[config.mk]
export PLATFORM = sky130hd
export DESIGN_NAME = lfsr_arb
export DESIGN_NICKNAME = d
export VERILOG_FILES = /design/src/rtl/lfsr_arb.sv
export SDC_FILE = /design/constraint.sdc
export NUM_CORES = 1
export LEC_CHECK = 0
export BUFFER_PORTS_ARGS = -buffer_cell sky130_fd_sc_hd__buf_2
export CORE_MARGIN = 10
export CORE_UTILIZATION = 40
export CTS_CLUSTER_DIAMETER = 60
export DETAILED_ROUTE_END_ITERATION = 12
export PLACE_DENSITY = 0.77
export SLEW_MARGIN = 40
export SYNTH_ARGS = -nofsm -noshare
export SYNTH_HDL_FRONTEND = slang
export SYNTH_SLANG_ARGS = --single-unit
[constraint.sdc]
create_clock -name clk -period 2.8 [get_ports clk]
set_clock_uncertainty 0.05 [all_clocks]
set_input_delay 0.28 -clock clk [delete_from_list [all_inputs] [get_ports clk]]
set_output_delay 0.28 -clock clk [all_outputs]
set_load 0.01 [all_outputs]
[src/rtl/lfsr_arb.sv]
// lfsr_arb: random-priority arbiter for NREQ requesters sharing one port.
// A 4-bit LFSR (F,D,9,1,...) sets the start of a round-robin search. The
// LFSR steps once per issued grant. A grant is held until its request drops.
//
// Ports:
//   clk      rising-edge clock
//   reset    asynchronous, active-high; clears all state
//   enable   0 blocks new grants (an active grant is unaffected)
//   req      request vector, one bit per requester
//   gnt      registered one-hot grant, or all zero
//   gnt_id   index of the current or last winner
//   busy     1 while a grant is active
//   timeout  one-cycle pulse on a forced release (0 unless LFSR_ARB_MAXHOLD_EN)
//   lfsr_q   current LFSR state
//
// Optional feature, macro LFSR_ARB_MAXHOLD_EN: limits a grant to MAX_HOLD
// cycles and then force-releases it with a timeout pulse.
module lfsr_arb #(
  parameter int unsigned NREQ     = 4,
  parameter int unsigned MAX_HOLD = 16,
  localparam int unsigned PW      = $clog2(NREQ)
) (
  input  logic            clk,
  input  logic            reset,
  input  logic            enable,
  input  logic [NREQ-1:0] req,
  output logic [NREQ-1:0] gnt,
  output logic [PW-1:0]   gnt_id,
  output logic            busy,
  output logic            timeout,
  output logic [3:0]      lfsr_q
);

  if (!(NREQ == 2 || NREQ == 4 || NREQ == 8)) begin : g_bad_nreq
    $error("lfsr_arb: NREQ must be 2, 4 or 8");
  end
  if (MAX_HOLD < 1 || MAX_HOLD > 255) begin : g_bad_hold
    $error("lfsr_arb: MAX_HOLD must be in 1..255");
  end

  typedef enum logic {IDLE, GRANT} state_e;

  state_e          state_q, state_d;
  logic [NREQ-1:0] gnt_q, gnt_d;
  logic [PW-1:0]   gnt_id_q, gnt_id_d;
  logic [3:0]      lfsr_d;
  logic [PW-1:0]   ptr, idx, win_id;
  logic            win_found;

`ifdef LFSR_ARB_MAXHOLD_EN
  logic [7:0] hold_q, hold_d;
  logic       timeout_q, timeout_d;
`endif

  assign ptr = lfsr_q[PW-1:0];

  // First requester at or after ptr; NREQ is a power of two so the
  // PW-bit sum wraps modulo NREQ.
  always_comb begin
    win_found = 1'b0;
    win_id    = '0;
    idx       = '0;
    for (int unsigned k = 0; k < NREQ; k++) begin
      idx = ptr + PW'(k);
      if (!win_found && req[idx]) begin
        win_found = 1'b1;
        win_id    = idx;
      end
    end
  end

  always_comb begin
    state_d  = state_q;
    gnt_d    = gnt_q;
    gnt_id_d = gnt_id_q;
    lfsr_d   = lfsr_q;
`ifdef LFSR_ARB_MAXHOLD_EN
    hold_d    = hold_q;
    timeout_d = 1'b0;
`endif
    case (state_q)
      IDLE: begin
        if (enable && win_found) begin
          state_d        = GRANT;
          gnt_d          = '0;
          gnt_d[win_id]  = 1'b1;
          gnt_id_d       = win_id;
          lfsr_d         = {lfsr_q[2:1], lfsr_q[0] ^ lfsr_q[3], lfsr_q[3]};
`ifdef LFSR_ARB_MAXHOLD_EN
          hold_d         = '0;
`endif
        end
      end
      GRANT: begin
        if (!req[gnt_id_q]) begin
          state_d = IDLE;
          gnt_d   = '0;
`ifdef LFSR_ARB_MAXHOLD_EN
        // hold_q counts completed grant cycles minus one at this edge
        end else if (hold_q == 8'(MAX_HOLD - 1)) begin
          state_d   = IDLE;
          gnt_d     = '0;
          timeout_d = 1'b1;
        end else begin
          hold_d = hold_q + 8'd1;
`endif
        end
      end
      default: state_d = IDLE;
    endcase
  end

  always_ff @(posedge clk or posedge reset) begin
    if (reset) begin
      state_q  <= IDLE;
      gnt_q    <= '0;
      gnt_id_q <= '0;
      lfsr_q   <= 4'hF;
`ifdef LFSR_ARB_MAXHOLD_EN
      hold_q    <= '0;
      timeout_q <= 1'b0;
`endif
    end else begin
      state_q  <= state_d;
      gnt_q    <= gnt_d;
      gnt_id_q <= gnt_id_d;
      lfsr_q   <= lfsr_d;
`ifdef LFSR_ARB_MAXHOLD_EN
      hold_q    <= hold_d;
      timeout_q <= timeout_d;
`endif
    end
  end

  assign gnt    = gnt_q;
  assign gnt_id = gnt_id_q;
  assign busy   = (state_q == GRANT);
`ifdef LFSR_ARB_MAXHOLD_EN
  assign timeout = timeout_q;
`else
  assign timeout = 1'b0;
`endif

endmodule

# == Yosys cells after proc, flatten, opt, wreduce, memory -nomap -nowiden ==
# Cells that the tools add are included.
# W data, S select, Z words.
# classes
order_cmp,7
n_addsub,3
n_mux,26
bitwise_logic,2
n_reduce_logical,10
n_eq_ne,2
# op_table
cell,n
$lt A2 B3 Y1 const B,6
$mux W1,12
$bmux W1 S2,5
$mux W2,4
$mux W4,2
$pmux W4 S2,1
$logic_and A1 B1 Y1,5
$add A2 B2 Y2 const B,2
$ne A2 B2 Y1 const B,2
$reduce_and A2 Y1,2
$logic_not A1 Y1,3
$add A2 B1 Y2 const B,1
$demux W1 S2,1
$ge A2 B1 Y1 const B,1
$pmux W1 S2,1
$not A1 Y1,1
$xor A1 B1 Y1,1
# word_totals
wordCells,54
reg_bits,11

# == Logic depth before layout (Yosys ltp) ==
# logic_depth
ltp_word,18
ltp_mapped,5
depth_no_buf,4

# == Least setup slack after synthesis ==
# OpenSTA, ideal clock, no wires.
# synth_timing
path_kind,register to register
from,register gnt_id_q[0] (netlist: gnt_id[0])
to,register gnt_q[1] (netlist: gnt[1])
t_arrival_ns,1.416
setup_ns,0.120
stages_incl_launch_ff,5
slack_ns,1.214
required_ns,2.630
period_less_slack_ns,1.586
cell_sequence,dfrtp_1 mux4_2 nand2b_4 and3_4 a31o_1
# synth_via
elab_chain_cells,4
# synth_rtl
item,line_no,text
"start, declared",45,"logic [PW-1:0] gnt_id_q, gnt_id_d;"
"start signal, assigned",126,gnt_id_q <= gnt_id_d;
$bmux W1 S2,95,if (!req[gnt_id_q]) begin
$mux W1 (not written as such),95,
$ne A2 B2 Y1 (no source line),n/a,
$reduce_and A2 Y1 (no source line),n/a,
"end signal, assigned",125,gnt_q <= gnt_d;
"end, declared",44,"logic [NREQ-1:0] gnt_q, gnt_d;"
# No other way between the ends. The select of a mux whose other input is x is not followed.
# A chain may end at the register's enable or synchronous reset.

# == Worst setup path after layout ==
# layout_timing
from,register lfsr_q[0]
to,register gnt_id_q[0] (netlist: gnt_id[0])
# layout_via
elab_chain_cells,14
elab_cells_between_ends,27
# layout_rtl
item,line_no,text
"start, declared",31,output logic [3:0] lfsr_q
"start signal, assigned",127,lfsr_q <= lfsr_d;
"parallel branches: the longest is 14 deep, another holds $add A2 B1 Y2",n/a,
# Several ways; the timed one is not identified. The select of a mux whose other input is x is not followed.

==> flow_summary_export.csv <==
group,metric,value,unit
outcome,outcome,"finished clean",
cts,cts-root-buf,"clkbuf_4",
yosys,synth_top_flop_cell,"dfrtp_1",
cts,cts_max_path_buffers,2,
yosys,ys_types,29,
floorplan,io_pins,19,
power_and_ir_drop,power.leakage,0.361,nW
cts,cts_resized,0,
cts,clk_pin_slew,0.07,ns
setup_path,crit_type,"flip-flop to flip-flop",
routing,routed_wl,1240,um
setup_path,crit_path_cell_trace,"nand2b_1, a21oi_1, a221oi_1, mux2_2",
grt,grt_max_degree,16,
power_and_ir_drop,p_per_area,1040,mW/mm2
floorplan,initial_core_util,43.7,%
sta,setup_viol,0,
floorplan,core_area,0.00133,mm2
cts,cts_tree,"yes",
grt,grt_pass1_wl,2170,um
setup_path,path_delay_family,"flip-flops",
yosys,post_synth.cell_area_avg,11.0,um2
routing,top_layer_used,"met4",
yosys,async_reset_ff_share,100,%
sta,period_needed,1.64,ns
cts,clock-sinks,11,
floorplan,rows,13,
yosys,syn_inst,53,
setup_path,crit_buf_inv,0,
sta,period_share,58.5,%
job,cap_violations,0,
routing,viasPerCell,5.22,
yosys,synthAdderAreaFrac,0,%
cts,numCtsBuffers,3,
grt,grt_overflow,0,
sta,holdWs,0.354,ns
yosys,synth_mux_area_share,12.2,%
setup_path,max_stage_delay,0.59,ns
sta,fin_setup_tns,0,ns
cells_and_area,multi_input_area,262,um2
sta,timing.slew.headroom,62.6,%
routing,first_pass_iters,4,
yosys,synth_area,583,um2
sta,tightest_slew,0.561,ns
yosys,ys_warn_count,0,
yosys,synth_compound_area_share,15.5,%
yosys,synth_edf_count,0,
cts,clk_latency,0.27,ns
sta,fmax,0.610,GHz
cells_and_area,final_common_cell,"buf_2",
routing,met1_length,554,um
power_and_ir_drop,irDropWorstVdd,0.000386,V
yosys,synth-seq-cells,11,
setup_path,crit_fanout,7,
sta,finalHoldViolations,0,
setup_path,start_kind,"flip-flop",
routing,wl_met2,529,um
placement,hpwl,992,um
floorplan,die_x,58.2,um
grt,grt_pass1_vias,470,
routing,drt_iter0_drc,4,
cells_and_area,antenna_cells,0,
placement,gp_congestion,0.888,
grt,antenna_found_initial,0,
routing,antenna_left,0,
cells_and_area,final_cell_mix,"buf_2 (17), dfrtp_1 (7), inv_1 (6)",
cells_and_area,n_fill_cell,122,
routing,wl_met3,100,um
yosys,synth_fp_nets,60,
setup_path,crit_arrival,1.80,ns
cts,cts_max_level,1,
yosys,synthSimpleGateAreaFrac,15.0,%
yosys,synth_top_family_by_area,"compound AO/OA/AOI/OAI gates",
routing,drt-wirelength-per-cell,14.1,um
cells_and_area,finalNetCount,81,
yosys,seq_area_frac_synth,48.1,%
routing,drc,0,
cells_and_area,syn2layout_area_growth,20.8,%
placement,io_buffers,17,
setup_path,required,2.96,ns
floorplan,fp.dieArea,0.00338,mm2
routing,num_vias,459,
cells_and_area,ff_latch_area,280,um2
setup_path,end_kind,"flip-flop",
sta,slew_viol_final,0,
yosys,synth_xor_area_share,1.50,%
grt,grt_use_total,8.25,%
setup_path,crit_slowest_cell,"dfstp_2",
cells_and_area,drive_gt1_share,43.8,%
hold_path,worstHoldPathType,"primary input to flip-flop",
sta,rsz0062_at_grt,"no",
floorplan,chipHeight,58.2,um
==> metrics by stage <==
stage	cells	area [um2]	power [mW]	worst slack, ns	utilization (%)
6_report	88	704	0.735	1.16	52.8
5_1_grt	88	704	0.799	1.01	52.8
4_1_cts	88	704	0.748	1.14	52.8
3_5_place_dp	83	668	0.640	1.14	50.1
3_3_place_gp	83	668	0.633	1.18	50.1
2_1_floorplan	53	583	0.531	1.21	-
==> final cells by class <==
type / count / area share, %
timing repair buffer: 18 / 13.5
sequential: 11 / 39.8
tap: 15 / 2.66
clock buffer: 4 / 3.73
inverter: 6 / 3.20
multi-input combinational: 34 / 37.1
==> routing by layer <==
| layer | up-vias | GRT usage [%] |
|---|---|---|
| li1 | 224 | - |
| met1 | 213 | 9.55 |
| met2 | 17 | 11.8 |
| met3 | 5 | 2.18 |
| met4 | 0 | 8.05 |
| met5 | - | 0 |
==> where the power goes <==
part	internal [mW]	switching, mW	total (mW)
sequential	0.245	0.0664	0.311
clock	0.0552	0.0502	0.105
combinational	0.165	0.153	0.318
==> repair_timing <==
action | in CTS | in global routing
endpoints found under the hold margin | 7 | 0
hold buffers | 1 | 0
buffers inserted | 0 | 0
==> path summary, 6_finish.rpt <==
check                             to  cells past startpoint       from  slack, ns
max in group asynchronous  lfsr_q[0]                      3      reset       1.90
setup / recovery           gnt_id[0]                      4  lfsr_q[0]       1.16
min in group asynchronous  gnt_id[1]                      3      reset       0.48
hold reg to reg               gnt[2]                      2     gnt[2]       0.46
setup reg to reg           gnt_id[0]                      4  lfsr_q[0]       1.16
hold / removal                gnt[0]                      4     req[3]       0.35
==> state kept, by name (all words and copies together) (netlist names) <==
signal  cells
gnt         4
busy        1
gnt_id      2
lfsr_q      4
==> synthesized netlist by cell type (2+ instances only) <==
master    n  share of area (%)
dfrtp_1   7                 30
nand3_1   2                1.7
inv_1     6                3.9
a21oi_1   2                1.7
nor2_1    2                1.3
mux2_2    3                5.8
dfstp_2   4                 18
nand2b_1  2                2.1
o31ai_1   2                2.6
nand2_1   4                2.6
==> worst register-to-register path: stages, from the launching register on <==
cell and delay (ns):
dfstp_2 0.59, nand2b_1 0.14, a21oi_1 0.07, a221oi_1 0.47, mux2_2 0.25
==> cell families after synthesis <==
family          count (synthesis)
buf+inv                         8
xor+xnor                        1
simple gates                   15
flops                          11
other cells                     1
mux                             5
compound gates                 12
No activity file was read; power rests on OpenSTA's default activity.
